`config.mk`:
```
export PLATFORM = sky130hd
export DESIGN_NAME = carry4_nibble_seq
export DESIGN_NICKNAME = d
export VERILOG_FILES = /design/src/rtl/carry4_nibble_seq.sv
export SDC_FILE = /design/constraint.sdc
export NUM_CORES = 1
export LEC_CHECK = 0
export ABC_AREA = 0
export BUFFER_PORTS_ARGS = -buffer_cell sky130_fd_sc_hd__buf_2
export CAP_MARGIN = 30
export CORE_ASPECT_RATIO = 0.9
export CORE_MARGIN = 2
export CORE_UTILIZATION = 50
export DETAILED_ROUTE_END_ITERATION = 16
export HOLD_SLACK_MARGIN = 0.05
export PLACE_DENSITY = 0.89
export SYNTH_ARGS = -nofsm -noshare
export SYNTH_HDL_FRONTEND = slang
export SYNTH_SLANG_ARGS = --single-unit
```
`constraint.sdc`:
```
create_clock -name clk -period 2.2 [get_ports clk]
set_clock_uncertainty 0.2 [all_clocks]
set_input_delay 0.22 -clock clk [delete_from_list [all_inputs] [get_ports clk]]
set_output_delay 0.22 -clock clk [all_outputs]
set_load 0.005 [all_outputs]
```
`src/rtl/carry4_nibble_seq.sv`:
```
// carry4_nibble_seq: drives one external CARRY4 slice nibble by nibble to
// build a 4*NIB-bit add/subtract. An optional 65C02-style decimal correction
// pass re-uses the same slice.
//
// state | meaning
// ------+--------------------------------------------------------------
// IDLE  | waiting for a request; req_ready high, slice inputs parked at 0
// SUM   | binary pass on nibble k through the slice
// ADJ   | decimal correction of nibble k (+6 for add, -6 for sub)
// DONE  | response presented; held until rsp_ready
module carry4_nibble_seq #(
    parameter int NIB    = 2,
    parameter int DEC_EN = 1
) (
    input  logic              clk,
    input  logic              RST,
    input  logic              req_valid,
    output logic              req_ready,
    input  logic              req_sub,
    input  logic              req_dec,
    input  logic              req_ci,
    input  logic [4*NIB-1:0]  req_a,
    input  logic [4*NIB-1:0]  req_b,
    output logic              rsp_valid,
    input  logic              rsp_ready,
    output logic [4*NIB-1:0]  rsp_res,
    output logic              rsp_c,
    output logic              rsp_v,
    output logic              rsp_n,
    output logic              rsp_z,
    output logic              cy_ci,
    output logic [3:0]        cy_di,
    output logic [3:0]        cy_s,
    input  logic [3:0]        cy_co,
    input  logic [3:0]        cy_o
);

    localparam int         W      = 4 * NIB;
    localparam logic [1:0] K_LAST = 2'(NIB - 1);

    typedef enum logic [1:0] {
        IDLE = 2'd0,
        SUM  = 2'd1,
        ADJ  = 2'd2,
        DONE = 2'd3
    } state_t;

    state_t         state;
    state_t         state_nxt;

    // a_q holds operand A and is overwritten in place with the result nibbles.
    // b_q is stored already inverted for subtract.
    logic [W-1:0]   a_q;
    logic [W-1:0]   b_q;
    logic           sub_q;
    logic           dec_q;
    logic           carry_q;
    logic           v_q;
    logic [1:0]     k_q;

    logic [3:0]     nib_a;
    logic [3:0]     nib_b;
    logic           k_last;
    logic           adj_need;

    // Select nibble k of both operands (constant-index mux, NIB is small).
    always_comb begin
        nib_a = '0;
        nib_b = '0;
        for (int i = 0; i < NIB; i++) begin
            if (k_q == 2'(i)) begin
                nib_a = a_q[i*4 +: 4];
                nib_b = b_q[i*4 +: 4];
            end
        end
        k_last = (k_q == K_LAST);
        // Add: decimal carry or digit above 9. Sub: a borrow means the digit wrapped.
        adj_need = sub_q ? ~cy_co[3] : (cy_co[3] | (cy_o > 4'd9));
    end

    // Next-state decode, slice drive and response outputs.
    always_comb begin
        state_nxt = state;
        req_ready = 1'b0;
        rsp_valid = 1'b0;
        rsp_res   = '0;
        rsp_c     = 1'b0;
        rsp_v     = 1'b0;
        rsp_n     = 1'b0;
        rsp_z     = 1'b0;
        cy_ci     = 1'b0;
        cy_di     = 4'h0;
        cy_s      = 4'h0;
        case (state)
            IDLE: begin
                req_ready = 1'b1;
                if (req_valid) begin
                    state_nxt = SUM;
                end
            end
            SUM: begin
                cy_di = nib_a;
                cy_s  = nib_a ^ nib_b;
                cy_ci = carry_q;
                if (dec_q && adj_need) begin
                    state_nxt = ADJ;
                end else if (k_last) begin
                    state_nxt = DONE;
                end
            end
            ADJ: begin
                // DI = nibble with S = nibble ^ X adds X; 0xA is -6 mod 16.
                cy_di = nib_a;
                cy_s  = nib_a ^ (sub_q ? 4'hA : 4'h6);
                state_nxt = k_last ? DONE : SUM;
            end
            DONE: begin
                rsp_valid = 1'b1;
                rsp_res   = a_q;
                rsp_c     = carry_q;
                rsp_v     = v_q;
                rsp_n     = a_q[W-1];
                rsp_z     = (a_q == '0);
                if (rsp_ready) begin
                    state_nxt = IDLE;
                end
            end
            default: state_nxt = IDLE;
        endcase
    end

    // State register plus operand capture and per-nibble result write-back.
    always_ff @(posedge clk) begin
        if (RST) begin
            state   <= IDLE;
            a_q     <= '0;
            b_q     <= '0;
            sub_q   <= 1'b0;
            dec_q   <= 1'b0;
            carry_q <= 1'b0;
            v_q     <= 1'b0;
            k_q     <= 2'd0;
        end else begin
            state <= state_nxt;
            case (state)
                IDLE: begin
                    if (req_valid) begin
                        a_q     <= req_a;
                        b_q     <= req_sub ? ~req_b : req_b;
                        sub_q   <= req_sub;
                        dec_q   <= req_dec & (DEC_EN != 0);
                        carry_q <= req_ci;
                        v_q     <= 1'b0;
                        k_q     <= 2'd0;
                    end
                end
                SUM: begin
                    for (int i = 0; i < NIB; i++) begin
                        if (k_q == 2'(i)) begin
                            a_q[i*4 +: 4] <= cy_o;
                        end
                    end
                    carry_q <= cy_co[3];
                    // Overflow reflects the binary pass only; adjust never touches it.
                    if (k_last) begin
                        v_q <= cy_co[3] ^ cy_co[2];
                    end
                    if (!(dec_q && adj_need) && !k_last) begin
                        k_q <= k_q + 2'd1;
                    end
                end
                ADJ: begin
                    for (int i = 0; i < NIB; i++) begin
                        if (k_q == 2'(i)) begin
                            a_q[i*4 +: 4] <= cy_o;
                        end
                    end
                    // Slice carry is meaningless here: a decimal add always
                    // carries after correction, a decimal sub keeps its borrow.
                    if (!sub_q) begin
                        carry_q <= 1'b1;
                    end
                    if (!k_last) begin
                        k_q <= k_q + 2'd1;
                    end
                end
                default: ;
            endcase
        end
    end

endmodule

```
; ---- After elaboration in Yosys (flattened, before gate mapping)
; Cells that the tools add are included.
[totals]
register_bits = 24
input_bits = 31
output_inout_bits = 23
elab_cells = 85
[classes]
addsub = 1
magnitude_cmp = 1
n_eq_ne = 13
muxes = 37
n_bitwise = 6
n_reduce_logical = 18
[ops]
columns = operator, n
row1 = two-way mux 4 bit, 8
row2 = two-way mux 8 bit, 3
row3 = two-way mux 2 bit, 8
row4 = case mux 8 bit (2 select lines), 1
row5 = AND reduction 3 bit, 5
row6 = two-way mux 1 bit, 12
row7 = inequality test 2 bit (second input constant), 6
row8 = zero test 8 bit, 1
row9 = inverter 8 bit, 1
row10 = case mux 2 bit (4 select lines), 1
row11 = case mux 4 bit (2 select lines), 1
row12 = bitwise XOR 4 bit, 2
row13 = case mux 2 bit (3 select lines), 1
row14 = == test 2 x 1 -> 1 bit (second input constant), 2
row15 = == test 2 bit (second input constant), 2
row16 = > comparator 4 bit (second input constant), 1
row17 = zero test 2 bit, 2
row18 = inequality test 2 x 1 -> 1 bit (second input constant), 2
row19 = AND reduction 4 bit, 1
row20 = nonzero test 2 bit, 2
row21 = inequality test 3 bit (second input constant), 1
row22 = case mux 1 bit (3 select lines), 1
row23 = nonzero test 3 bit, 1
row24 = adder 2 x 1 -> 2 bit (second input constant), 1
row25 = other kinds (8), 10

; ---- Longest topological paths before layout
[logic_depth]
word_depth = 8
depth_mapped = 7
mapped_depth_nobuf = 6

; ---- Worst setup path after synthesis
; Ideal clock, no wire load.
[synth_path]
path_type = flip-flop to flip-flop
start = reg state[0]
end = reg k_q[1]
setup_time_ns = 0.087
t_arrival_ns = 1.509
t_required_ns = 1.913
setup_slack_ns = 0.404
stages_incl_launch_ff = 8
n_path_buf = 1
period_less_slack_ns = 1.796
path_cell_list = dfxtp_1 > inv_1 > ha_1 > buf_4 > a21o_1 > a211oi_2 > nand2_1 > o31ai_1
[synth_between]
elab_chain_cells = 3
word_cells_on_any_way = 9
classes_between = 5 x eq/ne / 1 x mux / 3 x reduce/logical
[synth_rtl]
columns = element, line_no
row1 = from (decl), 48  ; state_t state;
row2 = from (signal assigned), 144  ; state <= state_nxt;
row3 = "== test 2 x 1 -> 1 bit, or another cell as far along", 145  ; case (state)
row4 = inequality test 2 bit (no line) or nonzero test 3 bit (tied branches), n/a
row5 = AND reduction 4 bit (no line), n/a
row6 = to (signal assigned), 169  ; k_q <= k_q + 2'd1;
row7 = to (signal assigned), 184  ; k_q <= k_q + 2'd1;
row8 = to (decl), 59  ; logic [1:0] k_q;
; Several ways; a longest one is shown, not always the timed one.
; A chain may end at the register's enable or synchronous reset.

; ---- Worst setup path in the final report
[layout_path]
start = reg state[0]
end = out cy_s[3]
[layout_between]
elab_chain_cells = 2
word_cells_on_any_way = 3
classes_between = 2 x eq/ne / 1 x mux
[layout_rtl]
columns = element, line_no
row1 = == test 2 bit or == test 2 x 1 -> 1 bit (tied branches), 94  ; case (state)
row2 = case mux 4 bit (2 select lines) *, 94
row3 = to (decl), 33  ; output logic [3:0] cy_s,
; Every way passes the cells marked *; elsewhere a longest branch is shown, timed or not.

==> run metrics <==
Cell Chain, Critical Path clkinvlp_4 -> ha_4 -> nor2b_2 -> a31oi_2 -> xnor2_1 -> and2_1 -> buf_2; Levels on crit path 7; Layout area overhead 43.5%; drt first pass iters 5; total track usage 0.258; top cells by count, synth 24 x dfxtp_1, 22 x nor2_1, 20 x and2_1; initial antenna violation count 0; Synth Area in Simple Gates 0.212; Netlist cell types 35; first-pass GRT wire length 7190 um; Async S/R FF share, synth 0; worst hold path class input port to flop; main combinational cell family by area after synthesis compound AO/OA/AOI/OAI gates; Die Y 57.4 um; period utilization 1.04; num rows 19; post-synthesis xor/xnor area fraction 0.0719; Avg WL per Cell 16.1 um; failing checks negative setup slack; Post-synth top flop dfxtp_1; EDFF count, synth 0; I/O Buffers 51; leakage 0.987 nW; Die W 63.3 um; Tmin final 2.29 ns; Reg2Reg Launch Point state[0]; adder-cell share of the synthesized area 0.0474; run status finished, violations left; Worst slew margin 0.674; share of layout cells above drive strength 1 0.326; DR iter-0 viols 118; DP HPWL 2840 um; Netlist Area Pre-Place 0.00158 sq mm; detailed-route DRC error count 0; pin count of the biggest net entering global routing 27; worst-path fanout max 7; Max Buffers Root-to-Sink 2; final core occ 0.747; die area 0.00363 sq mm; syn_nets 228; H-tree levels 1; CTS clk-pin slew, worst paths 0.14 ns; Area contributors post-synth dfxtp_1 30%, a211oi_1 8.1%, and2_1 7.9%; diode count 0; RSZ-0062 raised after global routing true; CTS Buf Count 3; core area 0.00304 sq mm; element type at the critical path end output pin; achievable clock frequency 438 MHz; Reg2Reg Depth 7; syn_area_per_cell 8.29 sq um; CP required 1.78 ns; Post-Route WL 4940 um; routability cong. 0.910; VDD IR-drop max 0.728 mV; number of global-route vias before repair 1505; mux contribution to synthesized area 0.0758; clock latency on the worst-skew pair 0.34 ns; TritonCTS clock tree yes; worst path bufs/invs 2; Crit Path Class flop to output pin; Slew Viols, Final 0; Worst EP arrival 1.87 ns; crit path launch type flop; complex-gate fraction of the synthesized area 0.225; #FFs+latches synth 24; clock root buffer master clkbuf_4; Final Worst Setup Slack -0.0851 ns; Cell Pwr Density 1130 mW/mm^2; routed vias 1731; Synth Instances 191; worst slack, placed 0.191 ns; worst hold start cy_o[3]; sequential-to-total area share from yosys stat 0.303; crit-path max cell delay 0.41 ns; Initial Util 0.521; endpoints failing setup 3; CTS sink count 24; global route total overflow 0; largest area contributor in the netlist dfxtp_1; yosys warns 0; crit path launch state[0]; Vias/cell 5.66; max cap viols 0; filler cell count in the final layout 218; Worst R2R End k_q[1]; # nets final 302; I/O pin total 54; critical path's slowest cell dfxtp_4; number of routed nets with antenna violations 0; Synth top area share 0.303; Top Family by Delay on Critical Path flip-flops; r2r setup slk 0.07 ns; most common cell in the netlist dfxtp_1; Least-Margin Pin Slew 0.482 ns; Final Hold Vio Count 0; Worst Setup EP cy_s[3]
## sequential cells by signal (all words and copies together), names as in the netlist
register,count
k_q,2
b_q,8
state,2
sub_q,1
v_q,1
carry_q,1
dec_q,1
a_q,8
## power by group
part	total (W)	internal [W]	switching, W
clock	0.000253	0.000102	0.000151
sequential	0.000719	0.000582	0.000137
combinational	0.00160	0.000773	0.000832
total	0.00258	0.00146	0.00112
## how the worst min path moves through the flow
stage                     endpoint  slack, ns  cells past startpoint
after floorplan              dec_q       0.17                      2
after global placement         v_q       0.26                      2
after detailed placement     dec_q       0.26                      3
after CTS                   a_q[5]       0.06                      3
after global routing        a_q[7]       0.07                      3
final                       a_q[3]       0.05                      3
## placed cells by master (no fill, tap or decap), types with 3 or more instances in the layout
master         synthesis  layout
ha_4                   0       4
a31oi_2                0       4
and2_1                20      20
buf_4                  4       8
inv_1                  9       7
a21oi_1                7       7
dfxtp_1               24      20
o21ai_0                4       4
o31ai_1                3       3
clkbuf_4               0       3
nand2_1                5       5
nand3b_1               3       3
buf_2                  4      51
mux2i_1               12      12
a211oi_1              17      17
dfxtp_2                0       3
xnor2_1               12      12
dlygate4sd3_1          0      20
nor2b_1                7       6
nor2_1                22      22
## kinds of logic (layout without fill, tap and decap cells)
| group | count (synthesis) | in the layout |
|---|---|---|
| buffers and inverters | 22 | 95 |
| AOI/OAI and AO/OA | 50 | 50 |
| and+or+nand+nor | 64 | 64 |
| muxes | 12 | 12 |
| adders and majority gates | 6 | 6 |
| DFF | 24 | 24 |
| xor gates and xnor gates | 13 | 13 |
## per-layer routing
metal	vias up	wire length, um	global-route usage
li1	815	-	-
met1	786	1940	0.306
met2	110	2500	0.460
met3	20	370	0.0454
met4	0	131	0.112
met5	-	0	0
## timing repair
action                                  in CTS  in global routing
hold buffers                                18                  2
endpoints found under the setup margin       4                  8
hold endpoints to repair                    17                  2
buffers inserted                             0                  5
pin swaps                                    2                  6
cloned                                       0                  0
resized for setup                           11                 17
## per-stage QoR
step | TNS, ns | instance area [sq um] | hold slack, ns | total power, W | cells
finish | -0.144 | 2270 | 0.0474 | 0.00258 | 306
global placement | 0 | 1870 | 0.256 | 0.00194 | 277
floorplan | 0 | 1580 | 0.167 | 0.00165 | 191
detailed placement | 0 | 1870 | 0.263 | 0.00198 | 277
global route | -0.479 | 2270 | 0.0665 | 0.00273 | 306
CTS | 0 | 2130 | 0.0603 | 0.00231 | 299
## final cells by class
class,instances,area (sq um),area share
multi-input cells,145,1100,0.483
repair buffers,82,558,0.245
flip-flops and latches,24,488,0.215
well taps,42,52.6,0.0231
inverters,9,40.0,0.0176
clock buffers,4,36.3,0.0160
## worst register-to-register path, delay by kind of cell (launching register included)
family	cells	cell delay (ns)
AOI/OAI and AO/OA	3	0.75
DFF	1	0.41
buffers and inverters	2	0.32
adders and majority gates	1	0.23
and+or+nand+nor	1	0.14
Note: power is estimated with default switching activity, not from simulation.
